**config.mk**
```make
export PLATFORM = sky130hd
export DESIGN_NAME = ibex_cheri_cap_lsu
export DESIGN_NICKNAME = d
export VERILOG_FILES = /design/src/rtl/ibex_cheri_cap_lsu.sv
export SDC_FILE = /design/constraint.sdc
export NUM_CORES = 1
export LEC_CHECK = 0
export ABC_AREA = 1
export CAP_MARGIN = 40
export CORE_AREA = 2 2 149 224
export CTS_BUF_LIST = sky130_fd_sc_hd__clkbuf_4
export DETAILED_ROUTE_END_ITERATION = 10
export DIE_AREA = 0 0 151 226
export PLACE_DENSITY = 0.79
export SLEW_MARGIN = 20
export SYNTH_ARGS = -nofsm -noshare
export SYNTH_HDL_FRONTEND = slang
export SYNTH_SLANG_ARGS = --single-unit
export TNS_END_PERCENT = 50
```
**constraint.sdc**
```tcl
create_clock -name clk_i -period 3.8 [get_ports clk_i]
set_input_delay 0.76 -clock clk_i [delete_from_list [all_inputs] [get_ports clk_i]]
set_output_delay 0.76 -clock clk_i [all_outputs]
set_load 0.01 [all_outputs]
```
**src/rtl/ibex_cheri_cap_lsu.sv**
```systemverilog
// Load/store unit for the CHERI Ibex core: scalar byte/half/word accesses
// and two-beat tagged capability accesses on the req/gnt/rvalid data bus.
module ibex_cheri_cap_lsu #(
    parameter int unsigned CAP_MEM_W       = 64,
    parameter bit          CHECK_CAP_ALIGN = 1'b1
) (
    input  logic                 clk_i,
    input  logic                 rst_ni,
    input  logic                 lsu_req_i,
    input  logic                 lsu_we_i,
    input  logic                 lsu_cap_i,
    input  logic [1:0]           lsu_type_i,
    input  logic                 lsu_sign_ext_i,
    input  logic [31:0]          lsu_addr_i,
    input  logic [31:0]          lsu_wdata_i,
    input  logic [CAP_MEM_W-1:0] lsu_cap_wdata_i,
    input  logic                 lsu_cap_wtag_i,
    output logic [31:0]          lsu_rdata_o,
    output logic [CAP_MEM_W-1:0] lsu_cap_rdata_o,
    output logic                 lsu_cap_rtag_o,
    output logic                 lsu_valid_o,
    output logic                 lsu_err_o,
    output logic                 lsu_misaligned_o,
    output logic                 lsu_busy_o,
    output logic                 data_req_o,
    input  logic                 data_gnt_i,
    input  logic                 data_rvalid_i,
    input  logic                 data_err_i,
    output logic [31:0]          data_addr_o,
    output logic                 data_we_o,
    output logic [3:0]           data_be_o,
    output logic [31:0]          data_wdata_o,
    output logic                 data_wtag_o,
    input  logic [31:0]          data_rdata_i,
    input  logic                 data_rtag_i
);

    typedef enum logic [2:0] {
        IDLE,
        GNT0,
        RVALID0,
        GNT1,
        RVALID1,
        FAULT
    } state_e;

    localparam logic [1:0] TYPE_H = 2'b01;
    localparam logic [1:0] TYPE_B = 2'b10;

    state_e state_q, state_d;

    logic [31:0]          addr_q;
    logic [1:0]           type_q;
    logic                 we_q;
    logic                 cap_q;
    logic                 sext_q;
    logic [31:0]          wdata_q;
    logic [CAP_MEM_W-1:0] cap_wdata_q;
    logic                 cap_wtag_q;

    logic [31:0]          rdata0_q;
    logic                 tag0_q;
    logic [31:0]          rdata_q;
    logic [CAP_MEM_W-1:0] cap_rdata_q;
    logic                 cap_rtag_q;
    logic                 valid_q;
    logic                 err_q;

    logic                 idle;
    logic                 accept;
    logic                 misaligned;
    logic                 beat1;
    logic                 done0;
    logic                 done1;
    logic                 beat0_ok;

    logic [31:0]          cur_addr;
    logic [1:0]           cur_type;
    logic                 cur_we;
    logic                 cur_cap;
    logic [31:0]          cur_wdata;
    logic [CAP_MEM_W-1:0] cur_cap_wdata;
    logic                 cur_wtag;

    assign idle   = (state_q == IDLE);
    assign accept = idle & lsu_req_i;
    assign beat1  = (state_q == GNT1);

    // While idle the first beat is driven straight from the EX inputs;
    // afterwards everything comes from the latched request.
    assign cur_addr      = idle ? lsu_addr_i      : addr_q;
    assign cur_type      = idle ? lsu_type_i      : type_q;
    assign cur_we        = idle ? lsu_we_i        : we_q;
    assign cur_cap       = idle ? lsu_cap_i       : cap_q;
    assign cur_wdata     = idle ? lsu_wdata_i     : wdata_q;
    assign cur_cap_wdata = idle ? lsu_cap_wdata_i : cap_wdata_q;
    assign cur_wtag      = idle ? lsu_cap_wtag_i  : cap_wtag_q;

    always_comb begin
        misaligned = 1'b0;
        if (lsu_cap_i) begin
            if (CHECK_CAP_ALIGN) begin
                misaligned = |lsu_addr_i[2:0];
            end else begin
                misaligned = |lsu_addr_i[1:0];
            end
        end else begin
            case (lsu_type_i)
                TYPE_H:  misaligned = lsu_addr_i[0];
                TYPE_B:  misaligned = 1'b0;
                default: misaligned = |lsu_addr_i[1:0];
            endcase
        end
    end

    assign data_req_o = (accept & ~misaligned)
                      | (state_q == GNT0)
                      | beat1;

    logic [31:0] bus_addr;
    logic [3:0]  bus_be;
    logic [31:0] bus_wdata;

    always_comb begin
        bus_addr  = {cur_addr[31:2], 2'b00};
        bus_be    = 4'b1111;
        bus_wdata = cur_wdata;
        if (beat1) begin
            bus_addr = bus_addr + 32'd4;
        end
        if (cur_cap) begin
            bus_wdata = beat1 ? cur_cap_wdata[63:32] : cur_cap_wdata[31:0];
        end else begin
            case (cur_type)
                TYPE_H: begin
                    bus_be    = 4'b0011 << cur_addr[1:0];
                    bus_wdata = {2{cur_wdata[15:0]}};
                end
                TYPE_B: begin
                    bus_be    = 4'b0001 << cur_addr[1:0];
                    bus_wdata = {4{cur_wdata[7:0]}};
                end
                default: ;
            endcase
        end
    end

    // Bus outputs are forced to zero whenever no request is pending.
    assign data_addr_o  = data_req_o ? bus_addr  : 32'h0;
    assign data_be_o    = data_req_o ? bus_be    : 4'h0;
    assign data_wdata_o = data_req_o ? bus_wdata : 32'h0;
    assign data_we_o    = data_req_o & cur_we;
    assign data_wtag_o  = data_req_o & cur_cap & cur_we & cur_wtag;

    always_comb begin
        state_d = state_q;
        unique case (state_q)
            IDLE: begin
                if (lsu_req_i) begin
                    if (misaligned) begin
                        state_d = FAULT;
                    end else if (data_gnt_i) begin
                        state_d = RVALID0;
                    end else begin
                        state_d = GNT0;
                    end
                end
            end
            GNT0: begin
                if (data_gnt_i) state_d = RVALID0;
            end
            RVALID0: begin
                if (data_rvalid_i) begin
                    state_d = (cap_q & ~data_err_i) ? GNT1 : IDLE;
                end
            end
            GNT1: begin
                if (data_gnt_i) state_d = RVALID1;
            end
            RVALID1: begin
                if (data_rvalid_i) state_d = IDLE;
            end
            FAULT: state_d = IDLE;
            default: state_d = IDLE;
        endcase
    end

    assign done0    = (state_q == RVALID0) & data_rvalid_i
                    & (~cap_q | data_err_i);
    assign beat0_ok = (state_q == RVALID0) & data_rvalid_i
                    & cap_q & ~data_err_i;
    assign done1    = (state_q == RVALID1) & data_rvalid_i;

    function automatic logic [31:0] align_load(
        input logic [31:0] d,
        input logic [1:0]  off,
        input logic [1:0]  t,
        input logic        sx
    );
        logic [31:0] s;
        s = d >> {off, 3'b000};
        case (t)
            TYPE_H:  align_load = {{16{sx & s[15]}}, s[15:0]};
            TYPE_B:  align_load = {{24{sx & s[7]}}, s[7:0]};
            default: align_load = s;
        endcase
    endfunction

    always_ff @(posedge clk_i or negedge rst_ni) begin
        if (!rst_ni) begin
            state_q     <= IDLE;
            addr_q      <= '0;
            type_q      <= '0;
            we_q        <= 1'b0;
            cap_q       <= 1'b0;
            sext_q      <= 1'b0;
            wdata_q     <= '0;
            cap_wdata_q <= '0;
            cap_wtag_q  <= 1'b0;
        end else begin
            state_q <= state_d;
            if (accept) begin
                addr_q      <= lsu_addr_i;
                type_q      <= lsu_type_i;
                we_q        <= lsu_we_i;
                cap_q       <= lsu_cap_i;
                sext_q      <= lsu_sign_ext_i;
                wdata_q     <= lsu_wdata_i;
                cap_wdata_q <= lsu_cap_wdata_i;
                cap_wtag_q  <= lsu_cap_wtag_i;
            end
        end
    end

    always_ff @(posedge clk_i or negedge rst_ni) begin
        if (!rst_ni) begin
            rdata0_q    <= '0;
            tag0_q      <= 1'b0;
            rdata_q     <= '0;
            cap_rdata_q <= '0;
            cap_rtag_q  <= 1'b0;
            valid_q     <= 1'b0;
            err_q       <= 1'b0;
        end else begin
            valid_q <= done0 | done1;
            err_q   <= (done0 | done1) & data_err_i;
            if (done0 & ~cap_q & ~we_q) begin
                rdata_q <= align_load(data_rdata_i, addr_q[1:0],
                                      type_q, sext_q);
            end
            // A faulting first beat invalidates any previously loaded tag.
            if (done0 & cap_q) begin
                cap_rtag_q <= 1'b0;
            end
            if (beat0_ok) begin
                rdata0_q <= data_rdata_i;
                tag0_q   <= data_rtag_i;
            end
            if (done1 & ~we_q) begin
                cap_rdata_q <= {data_rdata_i, rdata0_q};
                cap_rtag_q  <= tag0_q & data_rtag_i & ~data_err_i;
            end
        end
    end

    assign lsu_valid_o      = valid_q | (state_q == FAULT);
    assign lsu_err_o        = err_q;
    assign lsu_misaligned_o = (state_q == FAULT);
    assign lsu_busy_o       = ~idle;
    assign lsu_rdata_o      = rdata_q;
    assign lsu_cap_rdata_o  = cap_rdata_q;
    assign lsu_cap_rtag_o   = cap_rtag_q;

endmodule

```
==> impl_table.tex, run 1 <==
\begin{tabular}{lr}
\hline
Metric & Value \\
\hline
\multicolumn{2}{l}{\textbf{Outcome}} \\
Result of the run & finished, violations left \\
Violations in the final reports & setup timing \\
\multicolumn{2}{l}{\textbf{Power and ir drop}} \\
Pwr per Cell Area & 942 nW/um\^{}2 \\
Seq pwr share & 26.0\% \\
Peak VDD IR & 0.625 mV \\
Cell-internal power & 10.6 mW \\
Sw Ratio & 44.6\% \\
Combinational share of power & 60.9\% \\
Net switching component of the power & 8.56 mW \\
Clock network fraction of total power & 13.1\% \\
Leakage Power & 9.77 nW \\
\multicolumn{2}{l}{\textbf{Final layout}} \\
\# fillers & 2752 \\
Final Net Count & 2509 \\
Most frequent cells in the layout & nand2\_1 (559), clkdlybuf4s50\_1 (272), dfrtp\_1 (267), o21ai\_0 (255), inv\_1 (177) \\
Most common cell after layout, fill and taps aside & nand2\_1 \\
Area growth from synthesis to final layout & 44.9\% \\
Proportion of layout cells with a drive suffix above 1 & 19.4\% \\
\multicolumn{2}{l}{\textbf{STA}} \\
Final cycle utilization of the critical path & 103\% \\
RSZ-0062 raised after global routing & yes \\
Fin Setup TNS & -0.288 ns \\
Achievable Freq & 0.255 GHz \\
PnR worst setup slack & -0.117 ns \\
Final critical-path required period & 3.92 ns \\
Hold violation count in the final report & 0 \\
Max-slew violations & 0 \\
Measured slew at the worst slew-check pin & 0.842 ns \\
Max-slew headroom & 43.1\% \\
Worst-case clock skew & 0.0414 ns \\
Setup violations, final & 7 \\
Final-layout worst hold slack & 0.0917 ns \\
\multicolumn{2}{l}{\textbf{Floorplanning}} \\
Initial core utilization & 43.6\% \\
Number of rows in the core area & 81 \\
Full die area & 34100 sq um \\
Total core area & 32200 sq um \\
Die span in y & 226 um \\
Die width & 151 um \\
Top-level port count & 345 \\
\multicolumn{2}{l}{\textbf{Placement}} \\
Count of buffers inserted at the top-level ports & 342 \\
Total half-perimeter wirelength after legalization and detailed placement & 35200 um \\
Final RePlAce weighted congestion & 0.951 \\
\multicolumn{2}{l}{\textbf{Global routing}} \\
Initial antenna violation count & 7 \\
Largest net degree at the start of global routing & 103 \\
Total global routing overflow & 0 \\
Number of global-route vias before repair & 14600 \\
Global Route Usage Sum & 29.4\% \\
Wire length of the first global-routing pass & 77400 um \\
\multicolumn{2}{l}{\textbf{Logic synthesis}} \\
Post-Synthesis Mean Instance Area & 7.44 sq um \\
Count of flip-flops with a built-in enable after synthesis & 0 \\
Synth cell types & 39 \\
Post-synthesis cell count & 1888 \\
Sequential share of the synthesized area & 47.9\% \\
Proportion of register bits with asynchronous set or reset after synthesis & 100\% \\
Flop and latch count out of synthesis & 269 \\
Syn. warnings & 0 \\
Netlist Area Pre-Place & 14000 sq um \\
Main synth FF type & dfrtp\_1 \\
\multicolumn{2}{l}{\textbf{Setup path}} \\
Crit-path max cell delay & 0.42 ns \\
Worst setup path startpoint & state\_q[1] \\
CP arrival & 3.16 ns \\
Crit path max-delay family & buffers and inverters \\
Crit start category & flop \\
Buffers \& Inverters on Critical Path & 7 \\
Count of cell instances traversed by the critical path & 14 \\
Worst R2R Path Depth & 12 \\
CP Max Fanout & 18 \\
Reg-to-reg setup timing slack & 1.04 ns \\
Kind of end point of the critical path & output port \\
Type of the setup path with the least slack & flop to output port \\
Crit path capture & data\_be\_o[0] \\
Required time at the endpoint of the critical path & 3.04 ns \\
Worst-path cell with the longest stage delay & dfrtp\_2 \\
Capture instance of the worst register-to-register path & wdata\_q[21] \\
Worst R2R Start & state\_q[0] \\
Critical path, cell by cell & nor2\_4 > buf\_12 > nand2\_8 > buf\_4 > clkbuf\_16 > nand2\_1 > o21a\_1 > inv\_4 > buf\_12 > nor2\_1 > o21ai\_1 > nand2\_1 > inv\_1 > dlygate4sd2\_1 \\
\multicolumn{2}{l}{\textbf{Routing}} \\
Detailed-route DRC error count & 0 \\
Post-detailed-route via-to-cell ratio & 5.35 \\
Count of vias placed by the detailed router & 15000 \\
Number of DRC markers after the initial detailed-route iteration & 1088 \\
Detail-routed net length per standard cell & 18.5 um \\
Remaining antenna violation count after routing & 0 \\
Aggregate routed wire length & 51600 um \\
Detailed-router iteration count before antenna repair & 5 \\
\multicolumn{2}{l}{\textbf{Run}} \\
Number of max-capacitance violations reported & 0 \\
\multicolumn{2}{l}{\textbf{Clocking}} \\
Sinks on Clock Net & 269 \\
Clock Tree Root & clkbuf\_4 \\
Clock input transition at the sequential cells of the worst setup and hold paths & 0.09 ns \\
TritonCTS Buffers & 67 \\
Number of buffers added to fix hold violations after cts & 0 \\
CTS tree & done \\
Skew-Pair Late Insertion Delay & 0.76 ns \\
Htree depth & 3 \\
Max clock buf depth & 3 \\
\multicolumn{2}{l}{\textbf{Hold path}} \\
HP Class & input port to async pin \\
\hline
\end{tabular}
cell families after synthesis:
kind of cell | count (synthesis) | synth area share, %
AO/OA/AOI/OAI | 475 | 18.2
other | 1 | 0.0267
buffers and inverters | 303 | 8.63
adder cells (fa/ha/maj) | 6 | 0.535
multiplexers | 16 | 1.28
AND/OR/NAND/NOR | 818 | 23.4
flip-flops | 269 | 47.9
worst reg2reg max path: stages (launching register included):
cell       delay, ns
dfrtp_2         0.40
nor2_4          0.04
buf_12          0.14
nand2_8         0.12
buf_4           0.14
clkbuf_16       0.15
nor2_4          0.05
inv_4           0.06
buf_4           0.51
buf_4           0.42
buf_16          0.31
nand2_1         0.14
o21ai_0         0.15
how the worst min path moves through the flow:
stage | start | to | slack [ns]
floorplan | cap_wdata_q[48] | cap_wdata_q[48] | 0.44
global placement | addr_q[27] | addr_q[27] | 0.45
detailed placement | addr_q[27] | addr_q[27] | 0.46
CTS | rst_ni | addr_q[13] | 0.06
global route | rst_ni | lsu_cap_rdata_o[9] | 0.15
finish | rst_ni | addr_q[13] | 0.09
layout make-up:
type / instances / area (sq um) / share of cell area (%)
multi-input cells: 1319 / 6700 / 32.9
repair buffers: 487 / 4810 / 23.7
well taps: 415 / 519 / 2.55
flip-flops and latches: 269 / 6730 / 33.1
inverters: 186 / 723 / 3.56
clock inverters: 20 / 133 / 0.652
clock buffers: 94 / 706 / 3.47
diodes: 6 / 15.0 / 0.0738
Yosys cell counts, types with 3 or more instances:
master | number | area [sq um]
nand2_1 | 589 | 2210
a221oi_1 | 8 | 70.1
nor2_2 | 4 | 25.0
nor2_4 | 3 | 33.8
o21ai_1 | 17 | 85.1
o211ai_1 | 40 | 300
mux2_2 | 16 | 180
a21oi_1 | 122 | 611
o21ai_0 | 275 | 1380
nor2_1 | 116 | 435
nand3_1 | 58 | 290
nand4_1 | 6 | 37.5
buf_1 | 14 | 52.6
nor3_1 | 24 | 120
inv_1 | 179 | 672
buf_2 | 23 | 115
o21ai_2 | 4 | 35.0
buf_4 | 4 | 30.0
ha_1 | 6 | 75.1
dfrtp_1 | 269 | 6730
or2_2 | 10 | 62.6
clkbuf_1 | 72 | 270
inv_2 | 5 | 18.8
buf_6 | 4 | 45.0
timing repair:
item	4_1_cts	5_1_grt
cloned	8	4
pin swaps	31	42
resized for setup	223	185
setup endpoints to repair	69	58
setup buffers	23	26
layer usage:
metal | global-route usage [%] | vias up | wire (um) | share of wire, %
met2 | 51.3 | 748 | 26700 | 52
met4 | 19.0 | 2 | 3120 | 6.0
met1 | 32.1 | 7014 | 17800 | 35
met3 | 6.06 | 187 | 3880 | 7.5
li1 | - | 7005 | - | -
met5 | 0 | - | 11 | 0.021
per-stage QoR:
step | std cells | total power, mW | area (sq um) | setup slack, ns | util (%)
finish | 2796 | 19.2 | 20300 | -0.117 | 63.1
global route | 2796 | 20.5 | 20300 | -0.218 | 63.1
CTS | 2761 | 18.2 | 19700 | -0.264 | 61.3
detailed placement | 2617 | 14.9 | 18300 | -0.246 | 56.9
global placement | 2614 | 14.6 | 18300 | -0.221 | 56.7
floorplan | 1889 | 10.2 | 14000 | 0.565 | -
power by group through the flow:
stage                     clock (mW)  combinational (mW)  sequential [mW]
after floorplan                    0                5.17             5.07
after global routing            2.70                12.6             5.13
after CTS                       2.56                10.7             4.96
after detailed placement           0                9.87             5.01
after global placement             0                9.65             4.94
final                           2.51                11.7             4.99
registers in the layout, indices dropped and copies added (netlist names):
register and flops:
cap_wdata_q 64, lsu_cap_rdata_o 64, addr_q 32, lsu_rdata_o 32, rdata0_q 32, wdata_q 32
state_q 3, type_q 2, cap_q 1, cap_wtag_q 1, lsu_cap_rtag_o 1, lsu_err_o 1
sext_q 1, tag0_q 1, valid_q 1, we_q 1
No activity file was read; power rests on OpenSTA's default activity.
==> inputs of run 2 (changes only) <==
--- a/config.mk
+++ b/config.mk
@@ -5,12 +5,12 @@
 export SDC_FILE = /design/constraint.sdc
 export NUM_CORES = 1
 export LEC_CHECK = 0
-export ABC_AREA = 1
+export ABC_AREA = 0
 export CAP_MARGIN = 40
-export CORE_AREA = 2 2 149 224
+export CORE_AREA = 2 2 149 223
 export CTS_BUF_LIST = sky130_fd_sc_hd__clkbuf_4
 export DETAILED_ROUTE_END_ITERATION = 10
-export DIE_AREA = 0 0 151 226
+export DIE_AREA = 0 0 151 225
 export PLACE_DENSITY = 0.79
 export SLEW_MARGIN = 20
 export SYNTH_ARGS = -nofsm -noshare
==> constraint.sdc (replaced) <==
create_clock -name clk_i -period 3.8 [get_ports clk_i]
set_input_delay 0.95 -clock clk_i [delete_from_list [all_inputs] [get_ports clk_i]]
set_output_delay 0.95 -clock clk_i [all_outputs]
set_load 0.01 [all_outputs]
==> impl_table.tex, run 2 <==
\begin{tabular}{lr}
\hline
Metric & Value \\
\hline
\multicolumn{2}{l}{\textbf{Routing}} \\
Aggregate routed wire length & 48300 um (-6.3\%) \\
Number of DRC markers after the initial detailed-route iteration & 580 (-47\%) \\
Remaining antenna violation count after routing & 0 (unchanged) \\
Detailed-router iteration count before antenna repair & 5 (unchanged) \\
Detail-routed net length per standard cell & 21.1 um (+14\%) \\
Detailed-route DRC error count & 0 (unchanged) \\
Count of vias placed by the detailed router & 12900 (-14\%) \\
Post-detailed-route via-to-cell ratio & 5.62 (+5.1\%) \\
\multicolumn{2}{l}{\textbf{Logic synthesis}} \\
Netlist Area Pre-Place & 13900 sq um (-1.0\%) \\
Flop and latch count out of synthesis & 269 (unchanged) \\
Cell accounting for the most synthesized area & dfrtp\_1 \\
Synth top area cells & dfrtp\_1 (48\%), mux2\_2 (20\%), nand2\_1 (5.7\%), mux2i\_1 (4.0\%), nor2\_1 (3.7\%) \\
Sequential share of the synthesized area & 48.4\% (+0.49 points) \\
Most common cell in the synthesized netlist & dfrtp\_1 \\
Synth cell count leaders & dfrtp\_1 (269), mux2\_2 (244), nand2\_1 (212) \\
Post-Synthesis Mean Instance Area & 10.3 sq um (+38\%) \\
Count of flip-flops with a built-in enable after synthesis & 0 (unchanged) \\
Main synth FF type & dfrtp\_1 \\
Synth cell types & 54 (+38\%) \\
Proportion of register bits with asynchronous set or reset after synthesis & 100\% (unchanged) \\
Syn. warnings & 0 (unchanged) \\
Post-synthesis cell count & 1350 (-28\%) \\
Area share of the largest cell type after synthesis & 48.4\% (+0.49 points) \\
\multicolumn{2}{l}{\textbf{STA}} \\
Worst-case clock skew & 0.0448 ns (+0.00338 ns) \\
Max-slew violations & 0 (unchanged) \\
Final critical-path required period & 4.21 ns (+0.297 ns) \\
Achievable Freq & 0.237 GHz (-7.1\%) \\
Hold violation count in the final report & 0 (unchanged) \\
Measured slew at the worst slew-check pin & 0.631 ns (-0.211 ns) \\
PnR worst setup slack & -0.414 ns (-0.297 ns) \\
Setup violations, final & 52 (+45) \\
Fin Setup TNS & -9.33 ns (-9.04 ns) \\
RSZ-0062 raised after global routing & yes \\
Final cycle utilization of the critical path & 111\% (+7.8 points) \\
Max-slew headroom & 57.8\% (+15 points) \\
\multicolumn{2}{l}{\textbf{Floorplanning}} \\
Top-level port count & 345 (unchanged) \\
Full die area & 34000 sq um (-0.44\%) \\
Initial core utilization & 43.7\% (+0.096 points) \\
Number of rows in the core area & 80 (-1.2\%) \\
Die span in y & 225 um (-0.44\%) \\
Total core area & 31800 sq um (-1.2\%) \\
Die width & 151 um (unchanged) \\
\multicolumn{2}{l}{\textbf{Placement}} \\
DP Worst Slack & -0.849 ns (-0.603 ns) \\
Total half-perimeter wirelength after legalization and detailed placement & 32000 um (-9.1\%) \\
Count of buffers inserted at the top-level ports & 342 (unchanged) \\
Final RePlAce weighted congestion & 0.885 (-6.9\%) \\
Total instance count after detailed placement & 2121 (-19\%) \\
\multicolumn{2}{l}{\textbf{Final layout}} \\
Area growth from synthesis to final layout & 47.3\% \\
Number of standard cells in the final layout excluding fillers & 2295 (-18\%) \\
Proportion of layout cells with a drive suffix above 1 & 37.7\% (+18 points) \\
Final Net Count & 2007 (-20\%) \\
Most frequent cells in the layout & dfrtp\_1 (269), clkdlybuf4s50\_1 (269), mux2\_2 (243), nand2\_1 (202), nor2\_1 (116) \\
\multicolumn{2}{l}{\textbf{Setup path}} \\
Required time at the endpoint of the critical path & 2.85 ns (-0.19 ns) \\
Kind of end point of the critical path & output port \\
Type of the setup path with the least slack & flop to output port \\
Crit start category & flop \\
CP arrival & 3.26 ns (+0.10 ns) \\
CP Max Fanout & 44 (+26) \\
\multicolumn{2}{l}{\textbf{Clocking}} \\
Clock input transition at the sequential cells of the worst setup and hold paths & 0.06 ns (-0.03 ns) \\
Sinks on Clock Net & 269 (unchanged) \\
Htree depth & 3 (unchanged) \\
Max clock buf depth & 3 (unchanged) \\
CTS tree & done \\
TritonCTS Buffers & 72 (+7.5\%) \\
Skew-Pair Late Insertion Delay & 0.79 ns (+0.03 ns) \\
Clock Tree Root & clkbuf\_4 \\
\multicolumn{2}{l}{\textbf{Power and ir drop}} \\
Pwr per Cell Area & 933 nW/um\^{}2 (-1.0\%) \\
Leakage Power & 9.16 nW (-6.2\%) \\
Peak VDD IR & 0.445 mV (-29\%) \\
\multicolumn{2}{l}{\textbf{Outcome}} \\
Result of the run & finished, violations left \\
Violations in the final reports & setup timing \\
\multicolumn{2}{l}{\textbf{Global routing}} \\
Total global routing overflow & 0 (unchanged) \\
Initial antenna violation count & 15 (+8) \\
Wire length of the first global-routing pass & 72800 um (-5.9\%) \\
Global Route Usage Sum & 27.7\% (-1.8 points) \\
Number of global-route vias before repair & 13800 (-5.1\%) \\
Largest net degree at the start of global routing & 100 (-2.9\%) \\
\multicolumn{2}{l}{\textbf{Hold path}} \\
HP Class & input port to async pin \\
\multicolumn{2}{l}{\textbf{Run}} \\
Number of max-capacitance violations reported & 0 (unchanged) \\
\hline
\end{tabular}
run 2: cell types whose count changed in the layout (fill, tap and decap cells not counted), sizes merged, moves of 37 or more:
cell	before	now
mux2	16	244
o211ai	40	3
nand2	594	212
o21ai	297	27
mux2i	0	56
inv	187	14
a21oi	122	51
run 2: cells by family (layout without fill, tap and decap cells):
logic type | count (synthesis) | after routing | share of synthesized area, %
buffers and inverters | 103 | 623 | 3.09
adder cells (fa/ha/maj) | 6 | 6 | 0.540
multiplexers | 300 | 300 | 23.8
flip-flops | 269 | 269 | 48.4
XOR/XNOR | 11 | 11 | 0.693
other | 1 | 15 | 0.0270
AND/OR/NAND/NOR | 475 | 475 | 14.8
AO/OA/AOI/OAI | 185 | 186 | 8.59
run 2: layout make-up:
cell class	instances	area, sq um
inverters	14	68.8
flip-flops and latches	269	6730
repair buffers	491	4580
clock inverters	12	151
diodes	13	32.5
multi-input cells	980	7600
well taps	410	513
clock buffers	106	796
fillers	2420	11400
run 2: critical path, stage by stage (launching register included):
cell	delay, ns
dfrtp_1	0.41
nor3_4	0.19
buf_6	0.14
buf_8	0.14
clkinv_8	0.10
buf_12	0.22
buf_4	0.21
nand2_1	0.10
nand2_1	0.15
a211oi_1	0.52
o32ai_2	0.16
buf_2	0.16
run 2: power breakdown:
group	leakage (nW)	switching (mW)	internal [mW]
clock network	0.565	1.22	1.53
logic	5.29	5.69	5.49
registers	3.30	0.887	4.28
total	9.16	7.79	11.3
run 2: per-layer routing:
metal	wire length, um	GRT usage (%)	share of wire (%)	vias up
li1	-	-	-	5781
met3	3840	7.35	7.9	187
met2	24900	48.4	52	617
met5	7	0	0.014	-
met4	2910	17.5	6.0	2
met1	16600	29.1	34	6315
run 2: what timing repair did:
item / CTS / global route
buffers inserted: 25 / 18
endpoints found under the hold margin: 0 / 0
endpoints found under the setup margin: 69 / 66
pin swaps: 38 / 41
hold buffers: 0 / 0
gates resized for setup: 313 / 136
gates cloned: 4 / 0
run 2: final timing paths:
path	depth (start not counted)	end	start	slack, ns
max reg2reg	10	cap_wdata_q[53]	state_q[2]	1.14
max in group asynchronous	2	lsu_cap_rdata_o[48]	rst_ni	2.63
min reg2reg	1	lsu_cap_rdata_o[15]	rdata0_q[15]	0.49
max	11	data_wdata_o[27]	state_q[1]	-0.41
min	1	wdata_q[17]	rst_ni	0.16
min in group clk_i	1	lsu_cap_rdata_o[15]	rdata0_q[15]	0.49
run 2: per-stage QoR:
step | instance area, sq um | power [mW] | hold WS (ns) | util, %
6_report | 20500 | 19.1 | 0.161 | 64.3
5_1_grt | 20500 | 20.2 | 0.178 | 64.3
4_1_cts | 20000 | 18.4 | 0.112 | 62.8
3_5_place_dp | 18400 | 14.7 | 0.488 | 57.8
3_3_place_gp | 18400 | 14.4 | 0.481 | 57.7
2_1_floorplan | 13900 | 10.4 | 0.471 | -
==> inputs of run 3 (changes only) <==
--- a/config.mk
+++ b/config.mk
@@ -6,12 +6,14 @@
 export NUM_CORES = 1
 export LEC_CHECK = 0
 export ABC_AREA = 0
+export ABC_CLOCK_PERIOD_IN_PS = 3800
 export CAP_MARGIN = 40
 export CORE_AREA = 2 2 149 223
 export CTS_BUF_LIST = sky130_fd_sc_hd__clkbuf_4
 export DETAILED_ROUTE_END_ITERATION = 10
 export DIE_AREA = 0 0 151 225
 export PLACE_DENSITY = 0.79
+export RECOVER_POWER = 50
 export SLEW_MARGIN = 20
 export SYNTH_ARGS = -nofsm -noshare
 export SYNTH_HDL_FRONTEND = slang
==> impl_table.tex, run 3 (synthesis results as in run 2) <==
\begin{tabular}{lr}
\hline
Metric & Value \\
\hline
\multicolumn{2}{l}{\textbf{Hold path}} \\
Worst Hold Depth & 1 \\
HP Class & flop to flop \\
\multicolumn{2}{l}{\textbf{Clocking}} \\
Number of buffers added to fix hold violations after cts & 0 (unchanged) \\
Clock Tree Root & clkbuf\_4 \\
Clock input transition at the sequential cells of the worst setup and hold paths & 0.06 ns (about the same) \\
Htree depth & 3 (unchanged) \\
TritonCTS Buffers & 72 (unchanged) \\
Sinks on Clock Net & 269 (unchanged) \\
Skew-Pair Late Insertion Delay & 0.79 ns (about the same) \\
CTS tree & done \\
Max clock buf depth & 3 (unchanged) \\
\multicolumn{2}{l}{\textbf{Final layout}} \\
Number of standard cells in the final layout excluding fillers & 2295 (unchanged) \\
Final Net Count & 2007 (unchanged) \\
Proportion of layout cells with a drive suffix above 1 & 37.5\% (-0.21 points) \\
Most frequent cells in the layout & dfrtp\_1 (269), clkdlybuf4s50\_1 (267), mux2\_2 (243), nand2\_1 (203), nor2\_1 (116) \\
Most common cell after layout, fill and taps aside & dfrtp\_1 \\
Multi-input combinational cell area & 7590 sq um (about the same) \\
Area growth from synthesis to final layout & 46.8\% \\
Sequential Area & 6730 sq um (unchanged) \\
\# fillers & 2435 (+0.62\%) \\
Finished layout cell area & 20400 sq um (-0.37\%) \\
\multicolumn{2}{l}{\textbf{Setup path}} \\
CP Max Fanout & 44 (unchanged) \\
Worst R2R Start & state\_q[2] \\
Crit start category & flop \\
Kind of end point of the critical path & output port \\
Reg-to-reg setup timing slack & -0.15 ns (-1.29 ns) \\
CP arrival & 3.23 ns (-0.03 ns) \\
Worst setup path startpoint & state\_q[1] \\
Worst R2R Path Depth & 10 (unchanged) \\
Capture instance of the worst register-to-register path & cap\_wdata\_q[53] \\
Type of the setup path with the least slack & flop to output port \\
Crit path capture & data\_wdata\_o[27] \\
Required time at the endpoint of the critical path & 2.85 ns (about the same) \\
\multicolumn{2}{l}{\textbf{Floorplanning}} \\
Full die area & 34000 sq um (unchanged) \\
Total core area & 31800 sq um (unchanged) \\
Number of rows in the core area & 80 (unchanged) \\
Initial core utilization & 43.7\% (unchanged) \\
Top-level port count & 345 (unchanged) \\
Die width & 151 um (unchanged) \\
Die span in y & 225 um (unchanged) \\
\multicolumn{2}{l}{\textbf{Placement}} \\
Post-DP Area & 18400 sq um (unchanged) \\
Count of buffers inserted at the top-level ports & 342 (unchanged) \\
Total instance count after detailed placement & 2121 (unchanged) \\
Total half-perimeter wirelength after legalization and detailed placement & 32000 um (unchanged) \\
Final RePlAce weighted congestion & 0.885 (unchanged) \\
\multicolumn{2}{l}{\textbf{STA}} \\
Setup violations, final & 111 (+110\%) \\
Hold violation count in the final report & 0 (unchanged) \\
Final critical-path required period & 4.18 ns (-0.0366 ns) \\
Achievable Freq & 0.239 GHz (+0.88\%) \\
Measured slew at the worst slew-check pin & 1.86 ns (+1.22 ns) \\
RSZ-0062 raised after global routing & yes \\
Max-slew headroom & -23.7\% (-81 points) \\
Worst-case clock skew & 0.0505 ns (+0.00565 ns) \\
PnR worst setup slack & -0.377 ns (+0.0366 ns) \\
Max-slew violations & 136 (+136) \\
Final cycle utilization of the critical path & 110\% (-0.96 points) \\
\multicolumn{2}{l}{\textbf{Global routing}} \\
Largest net degree at the start of global routing & 100 (unchanged) \\
Wire length of the first global-routing pass & 72800 um (unchanged) \\
Global Route Usage Sum & 27.7\% (unchanged) \\
Total global routing overflow & 0 (unchanged) \\
Initial antenna violation count & 15 (unchanged) \\
Number of global-route vias before repair & 13800 (unchanged) \\
\multicolumn{2}{l}{\textbf{Routing}} \\
Number of DRC markers after the initial detailed-route iteration & 579 (-0.17\%) \\
Aggregate routed wire length & 48300 um (about the same) \\
Detailed-route DRC error count & 0 (unchanged) \\
Remaining antenna violation count after routing & 0 (unchanged) \\
Detail-routed net length per standard cell & 21.0 um (about the same) \\
Detailed-router iteration count before antenna repair & 5 (unchanged) \\
Count of vias placed by the detailed router & 12800 (-0.42\%) \\
Post-detailed-route via-to-cell ratio & 5.60 (-0.42\%) \\
\multicolumn{2}{l}{\textbf{Run}} \\
Number of max-capacitance violations reported & 2 (+2) \\
\multicolumn{2}{l}{\textbf{Outcome}} \\
Violations in the final reports & capacitance limit, slew limit, setup timing \\
Result of the run & finished, violations left \\
\multicolumn{2}{l}{\textbf{Power and ir drop}} \\
Peak VDD IR & 0.445 mV (about the same) \\
Pwr per Cell Area & 934 nW/um\^{}2 (+0.20\%) \\
Leakage Power & 9.12 nW (-0.43\%) \\
\hline
\end{tabular}
## run 3: cell types whose count changed in the layout (fill, tap and decap cells not counted), moves of 2 or more
cell / change
clkbuf_2: +2
clkbuf_1: +3
buf_12: -2
clkdlybuf4s50_1: -2
dlygate4sd3_1: +2
buf_4: -3
clkbuf_4: +2
## run 3: repair_timing
action	CTS	global route
cloned	4	0
setup buffers	25	18
endpoints found under the setup margin	69	66
resized for setup	313	136
pin swaps	38	41
## run 3: area by class of cell
cell class,instances,area share (%)
antenna,13,0.159
clock buffer,106,3.90
clock inverter,12,0.742
inverter,14,0.337
multi-input combinational,980,37.2
sequential,269,33.0
tap,410,2.51
timing repair buffer,491,22.1
## run 3: layer usage
metal / vias up / GRT usage (%) / wire (um)
li1: 5781 / - / -
met1: 6262 / 29.1 / 16400
met2: 617 / 48.4 / 25000
met3: 186 / 7.35 / 3960
met4: 2 / 17.5 / 2960
met5: - / 0 / 7
## run 3: worst min-delay path by stage
stage	from	to	slack, ns
floorplan	sext_q	sext_q	0.47
global placement	cap_wdata_q[62]	cap_wdata_q[62]	0.48
detailed placement	cap_wdata_q[63]	cap_wdata_q[63]	0.49
CTS	rst_ni	wdata_q[0]	0.11
global route	wdata_q[18]	wdata_q[18]	0.51
finish	rdata0_q[15]	lsu_cap_rdata_o[15]	0.49
## run 3: through the flow
stage	setup WS, ns	hold WS (ns)	power (mW)	utilization (%)	TNS [ns]
floorplan	0.000261	0.471	10.4	-	0
global placement	-0.766	0.481	14.4	57.7	-40.67
detailed placement	-0.849	0.488	14.7	57.8	-41.52
CTS	-0.376	0.112	18.4	62.8	-10.96
global route	-0.584	0.513	20.2	64.1	-34.29
finish	-0.377	0.495	19.1	64.1	-15.29
## run 3: critical path, stage by stage, from the launching register on
cell	delay, ns
dfrtp_1	0.41
nor3_4	0.19
buf_6	0.14
buf_8	0.14
clkinv_8	0.10
buf_12	0.22
buf_4	0.21
nand2_1	0.10
nand2_1	0.15
a211oi_1	0.49
o32ai_2	0.15
buf_2	0.16
## run 3: power by group
group          internal (mW)  switching (mW)  leakage [nW]
combinational           5.47            5.67          5.25
clock                   1.53            1.22         0.565
sequential              4.28           0.885          3.30
